[config.mk]
export PLATFORM = sky130hd
export DESIGN_NAME = aes_sbox_lanes
export DESIGN_NICKNAME = d
export VERILOG_FILES = /design/src/rtl/aes_sbox_lanes.sv
export SDC_FILE = /design/constraint.sdc
export NUM_CORES = 2
export LEC_CHECK = 0
export CAP_MARGIN = 0
export CORE_ASPECT_RATIO = 1.25
export CORE_UTILIZATION = 30
export CTS_BUF_LIST = sky130_fd_sc_hd__clkbuf_16
export CTS_CLUSTER_SIZE = 8
export DETAILED_ROUTE_END_ITERATION = 10
export PLACE_DENSITY = 0.51
export SYNTH_ARGS = -nofsm -noshare
export SYNTH_HDL_FRONTEND = slang
export SYNTH_SLANG_ARGS = --single-unit
export TNS_END_PERCENT = 100
[constraint.sdc]
create_clock -name clk -period 25 [get_ports clk]
set_clock_uncertainty 0.05 [all_clocks]
set_input_delay 3.75 -clock clk [delete_from_list [all_inputs] [get_ports clk]]
set_output_delay 3.75 -clock clk [all_outputs]
set_load 0.01 [all_outputs]
[src/rtl/aes_sbox_lanes.sv]
// Pipelined multi-lane AES S-box with valid/ready handshake on both sides.
// Define AES_SBOX_INV_EN to compile in the inverse S-box (selected per word by in_mode).
module aes_sbox_lanes #(
  parameter int unsigned LANES   = 4,
  parameter int unsigned OUT_REG = 1
) (
  input  logic                 clk,
  input  logic                 reset_n,
  input  logic                 flush,
  input  logic                 in_valid,
  output logic                 in_ready,
  input  logic                 in_mode,
  input  logic [8*LANES-1:0]   in_data,
  output logic                 out_valid,
  input  logic                 out_ready,
  output logic [8*LANES-1:0]   out_data,
  output logic                 busy
);

  localparam int unsigned DW = 8 * LANES;

  // GF(2^8) multiply modulo x^8+x^4+x^3+x+1
  function automatic logic [7:0] gf_mul(input logic [7:0] a, input logic [7:0] b);
    logic [7:0] p;
    logic [7:0] x;
    p = 8'h00;
    x = a;
    for (int i = 0; i < 8; i++) begin
      if (b[i]) p = p ^ x;
      x = {x[6:0], 1'b0} ^ (x[7] ? 8'h1b : 8'h00);
    end
    return p;
  endfunction

  // Multiplicative inverse as a^254; maps 0 to 0 as AES requires
  function automatic logic [7:0] gf_inv(input logic [7:0] a);
    logic [7:0] r;
    logic [7:0] p;
    r = 8'h01;
    p = a;
    for (int i = 1; i < 8; i++) begin
      p = gf_mul(p, p);
      r = gf_mul(r, p);
    end
    return r;
  endfunction

  function automatic logic [7:0] fwd_affine(input logic [7:0] a);
    logic [7:0] b;
    for (int i = 0; i < 8; i++) begin
      b[i] = a[i] ^ a[3'(i + 4)] ^ a[3'(i + 5)] ^ a[3'(i + 6)] ^ a[3'(i + 7)];
    end
    return b ^ 8'h63;
  endfunction

`ifdef AES_SBOX_INV_EN
  function automatic logic [7:0] inv_affine(input logic [7:0] a);
    logic [7:0] b;
    for (int i = 0; i < 8; i++) begin
      b[i] = a[3'(i + 2)] ^ a[3'(i + 5)] ^ a[3'(i + 7)];
    end
    return b ^ 8'h05;
  endfunction
`endif

  logic          s1_v_q, s1_v_d;
  logic [DW-1:0] s1_data_q, s1_data_d;
  logic [DW-1:0] lut_c;
  logic          s1_adv_c;
  logic          accept_c;

`ifdef AES_SBOX_INV_EN
  logic s1_mode_q, s1_mode_d;

  always_comb begin
    lut_c = '0;
    for (int l = 0; l < int'(LANES); l++) begin
      lut_c[8*l +: 8] = s1_mode_q ? gf_inv(inv_affine(s1_data_q[8*l +: 8]))
                                  : fwd_affine(gf_inv(s1_data_q[8*l +: 8]));
    end
  end
`else
  // Forward-only build: mode pin kept for pin compatibility
  logic unused_mode;
  assign unused_mode = in_mode;

  always_comb begin
    lut_c = '0;
    for (int l = 0; l < int'(LANES); l++) begin
      lut_c[8*l +: 8] = fwd_affine(gf_inv(s1_data_q[8*l +: 8]));
    end
  end
`endif

  assign in_ready = ~flush & (~s1_v_q | s1_adv_c);
  assign accept_c = in_valid & in_ready;

  // Stage 1 next state: flush wins, then capture, then drain
  always_comb begin
    s1_v_d    = s1_v_q;
    s1_data_d = s1_data_q;
`ifdef AES_SBOX_INV_EN
    s1_mode_d = s1_mode_q;
`endif
    if (flush) begin
      s1_v_d = 1'b0;
    end else if (accept_c) begin
      s1_v_d    = 1'b1;
      s1_data_d = in_data;
`ifdef AES_SBOX_INV_EN
      s1_mode_d = in_mode;
`endif
    end else if (s1_adv_c) begin
      s1_v_d = 1'b0;
    end
  end

  always_ff @(posedge clk or negedge reset_n) begin
    if (!reset_n) begin
      s1_v_q    <= 1'b0;
      s1_data_q <= '0;
`ifdef AES_SBOX_INV_EN
      s1_mode_q <= 1'b0;
`endif
    end else begin
      s1_v_q    <= s1_v_d;
      s1_data_q <= s1_data_d;
`ifdef AES_SBOX_INV_EN
      s1_mode_q <= s1_mode_d;
`endif
    end
  end

  generate
    if (OUT_REG != 0) begin : g_oreg
      logic          s2_v_q, s2_v_d;
      logic [DW-1:0] s2_data_q, s2_data_d;

      assign s1_adv_c = s1_v_q & (~s2_v_q | out_ready);

      always_comb begin
        s2_v_d    = s2_v_q;
        s2_data_d = s2_data_q;
        if (flush) begin
          s2_v_d = 1'b0;
        end else if (s1_adv_c) begin
          s2_v_d    = 1'b1;
          s2_data_d = lut_c;
        end else if (out_ready) begin
          s2_v_d = 1'b0;
        end
      end

      always_ff @(posedge clk or negedge reset_n) begin
        if (!reset_n) begin
          s2_v_q    <= 1'b0;
          s2_data_q <= '0;
        end else begin
          s2_v_q    <= s2_v_d;
          s2_data_q <= s2_data_d;
        end
      end

      assign out_valid = s2_v_q;
      assign out_data  = s2_data_q;
      assign busy      = s1_v_q | s2_v_q;
    end else begin : g_noreg
      // Output taken straight from the stage-1 lookup; zeroed when idle
      assign s1_adv_c  = s1_v_q & out_ready;
      assign out_valid = s1_v_q;
      assign out_data  = s1_v_q ? lut_c : '0;
      assign busy      = s1_v_q;
    end
  endgenerate

endmodule

==> results.txt <==
----------------------------------------------------
[STA]
  Transition time at the pin with the least slew margin ... 1.20 ns
  Setup-failing EPs final ... 0
  PnR worst setup slack ... 5.76 ns
  Rel. slew slack ... 19.3%
  Worst hold slack after final layout ... 0.435 ns
  Final min period ... 19.24 ns
  Final hold viol count ... 0
  Final Max Tran Viols ... 0
  Setup repair after global routing missed its margin ... no
  Achievable Freq ... 52.0 MHz
  Sum Neg Setup Slack ... 0 ns
  Share of the cycle needed by the critical path after routing ... 77.0%

[Min path]
  Beginning of the worst hold path ... out_data[25]
  End point of the most critical hold path ... out_data[25]
  Kind of path behind the tightest hold check ... reg -> reg
  Number of stages on the worst hold path ... 2

[Worst setup path]
  Top cell by count, worst path ... sky130_fd_sc_hd__xnor3_1
  Cells on worst reg2reg path ... 58
  Critical-path cell with the highest stage delay ... sky130_fd_sc_hd__mux2i_1
  CP Max Fanout ... 33
  Crit path required time ... 25.27 ns
  CP Data Arrival Time ... 19.51 ns
  Worst R2R Start ... s1_data_q[7]
  Capturing point of the worst reg2reg path ... out_data[4]
  CP startpoint ... s1_data_q[7]
  CP max stage delay ... 0.97 ns
  Setup CP Type ... reg -> reg
  R2r setup slk ... 5.76 ns
  Critical Path Start Type ... flip-flop
  Category of the worst setup path capture point ... flip-flop

[Placement]
  Setup slack after placement ... 5.93 ns
  Count of buffers from port buffering ... 67
  Half-perimeter wire length after detailed placement ... 136 mm
  Final weighted congestion in routability-driven placement ... 0.876

[Logic synthesis]
  Fraction of the yosys area taken by sequential cells ... 2.19%
  List of most frequent post-synthesis cells ... sky130_fd_sc_hd__xnor2_1, sky130_fd_sc_hd__nor2_1, sky130_fd_sc_hd__nand2_1, sky130_fd_sc_hd__a21oi_1, sky130_fd_sc_hd__xor2_1
  Post-synthesis cell type count ... 123
  Instance count of the mapped netlist ... 7958
  Fraction of registers with async set or reset after synthesis ... 100%
  Synth warnings ... 0
  Synth area leaders ... sky130_fd_sc_hd__xnor2_1, sky130_fd_sc_hd__xnor3_1, sky130_fd_sc_hd__nor2_1
  Post-synthesis average cell area ... 7.34 um2
  Synthesized cell area ... 0.0584 mm2
  Synth top area share ... 20.2%
  Most frequent cell after synthesis ... sky130_fd_sc_hd__xnor2_1
  Yosys reg bits ... 51
  Most instantiated flip-flop cell in the synthesis netlist ... sky130_fd_sc_hd__dfrtp_1
  Post-synthesis cell type with the largest combined area ... sky130_fd_sc_hd__xnor2_1
  Number of synthesized flops with an enable pin ... 0

[Floorplan]
  Initial standard-cell utilization of the core ... 30.3%
  I/O pin count ... 73
  Total number of placement rows ... 180
  Die ar. ... 0.196 mm2
  Area of the core ... 0.193 mm2
  Die extent in y ... 495 um
  Die outline width ... 397 um

[Layout]
  Area growth syn-to-layout ... 6.77%
  Nets ... 7792
  Filler cells ... 20800
  Fraction of layout cells with a size suffix above 1 ... 8.54%
  Fraction of the core area covered by cells at the end of the flow ... 32.3%

[Drt]
  Detailed-route wire length ... 189 mm
  Number of DRC markers after the initial detailed-route iteration ... 3736
  Via count ... 56500
  Vias/cell ... 5.50
  Drt drc ... 0
  Router iterations before antenna repair ... 8
  Average wire length per cell after detail routing ... 18.4 um
  DRT antenna net count ... 0

[GRT]
  Maximum number of pins on one net before global-route repair ... 55
  Total global routing overflow ... 0
  Global-route wire length before repair ... 303 mm
  Vias in the first global route ... 53700
  GRT Overall Usage ... 18.5%
  Number of antenna violations at the first check in global routing ... 0

[Clock tree]
  TritonCTS clock tree ... done
  Cts hold-fix bufs ... 0
  Post-CTS setup buffer count ... 0
  Post-CTS clock slew at the launch and capture registers of the worst setup and hold paths ... 0.11 ns
  Master cell of the clock root buffer ... sky130_fd_sc_hd__clkbuf_16
  CTS max path bufs ... 2
  H-tree depth ... 2
  Post-CTS sizing ... 0
  Number of sinks handled by clock tree synthesis ... 51
  Skew-Pair Late Insertion Delay ... 0.37 ns
  Number of buffers inserted during clock tree synthesis ... 5

[Run]
  Number of violations of the max-capacitance limit ... 0

[Status]
  Status ... complete, no violations

----------------------------------------------------
-- per-stage QoR --
step                cells  cell area, um2
floorplan            7961           58400
global placement    10300           62200
detailed placement  10300           62200
CTS                 10300           62300
global route        10300           62300
finish              10300           62300
-- registers in the layout (all words and copies together), names as in the netlist --
signal	flops
s1_data_q	32
out_data	17
out_valid	1
s1_v_q	1
-- logic make-up after synthesis --
| family | Yosys count | share of synthesized area (%) |
|---|---|---|
| xor+xnor | 2215 | 43.9 |
| simple gates | 2901 | 22.4 |
| fa+ha+maj | 30 | 0.634 |
| compound gates | 1813 | 20.9 |
| buf+inv | 662 | 4.89 |
| mux | 285 | 5.07 |
| other cells | 1 | 0.00642 |
| flops | 51 | 2.19 |
-- layer usage --
| metal | part of all wire, % | global-route usage, % | wire length, um | up-vias |
|---|---|---|---|---|
| met3 | 3.5 | 0.861 | 6680 | 221 |
| met4 | 2.1 | 4.80 | 4020 | 0 |
| met2 | 50 | 33.5 | 94900 | 1477 |
| li1 | - | - | - | 27600 |
| met5 | 0 | 0 | 0 | - |
| met1 | 44 | 23.7 | 83000 | 27200 |
-- critical path: cells and delay by family, from the launching register on --
family | cells | cell delay, ns
adder cells (fa/ha/maj) | 4 | 1.99
flip-flops | 1 | 0.37
XOR/XNOR | 13 | 4.81
AO/OA/AOI/OAI | 18 | 5.13
multiplexers | 4 | 1.45
buffers and inverters | 5 | 1.25
AND/OR/NAND/NOR | 14 | 4.09
-- how the worst max path moves through the flow --
stage	endpoint	slack (ns)	cells after the start
global route	out_data[4]	4.29	58
detailed placement	out_data[4]	5.93	58
CTS	out_data[4]	5.82	58
floorplan	out_data[4]	8.97	63
global placement	out_data[4]	6.14	58
finish	out_data[4]	5.76	58
-- layout by cell type, fill, tap and decap left out, types with 45 or more instances in the layout --
cell / count
sky130_fd_sc_hd__nand2_1: 849
sky130_fd_sc_hd__nand4_1: 49
sky130_fd_sc_hd__and3_1: 63
sky130_fd_sc_hd__xnor2_1: 1304
sky130_fd_sc_hd__nor4_1: 45
sky130_fd_sc_hd__nand2b_1: 66
sky130_fd_sc_hd__mux2i_1: 198
sky130_fd_sc_hd__xor2_1: 360
sky130_fd_sc_hd__o22ai_1: 103
sky130_fd_sc_hd__xnor3_1: 308
sky130_fd_sc_hd__mux2_2: 86
sky130_fd_sc_hd__inv_1: 79
sky130_fd_sc_hd__o211ai_1: 94
sky130_fd_sc_hd__xnor2_2: 116
sky130_fd_sc_hd__nor2_1: 1031
sky130_fd_sc_hd__xor2_2: 48
sky130_fd_sc_hd__clkdlybuf4s50_1: 66
sky130_fd_sc_hd__and2_1: 74
sky130_fd_sc_hd__nand3_1: 195
sky130_fd_sc_hd__buf_4: 252
sky130_fd_sc_hd__a21oi_1: 465
sky130_fd_sc_hd__a211oi_1: 108
sky130_fd_sc_hd__nor3_1: 274
sky130_fd_sc_hd__or3_1: 52
sky130_fd_sc_hd__o21ai_0: 316
sky130_fd_sc_hd__dfrtp_1: 51
sky130_fd_sc_hd__a31oi_1: 84
-- cell type report --
| class | instances | area (um2) | area share [%] |
|---|---|---|---|
| Sequential cell | 51 | 1280 | 2.05 |
| Tap cell | 2548 | 3190 | 5.11 |
| Clock inverter | 3 | 25.0 | 0.0401 |
| Inverter | 102 | 383 | 0.614 |
| Timing Repair Buffer | 318 | 2550 | 4.09 |
| Antenna cell | 1 | 2.50 | 0.00401 |
| Clock buffer | 5 | 125 | 0.201 |
| Multi-Input combinational cell | 7248 | 54800 | 87.9 |
Power is not shown: default switching activity piles up to over one toggle a cycle in this logic, so the estimate is an artifact.
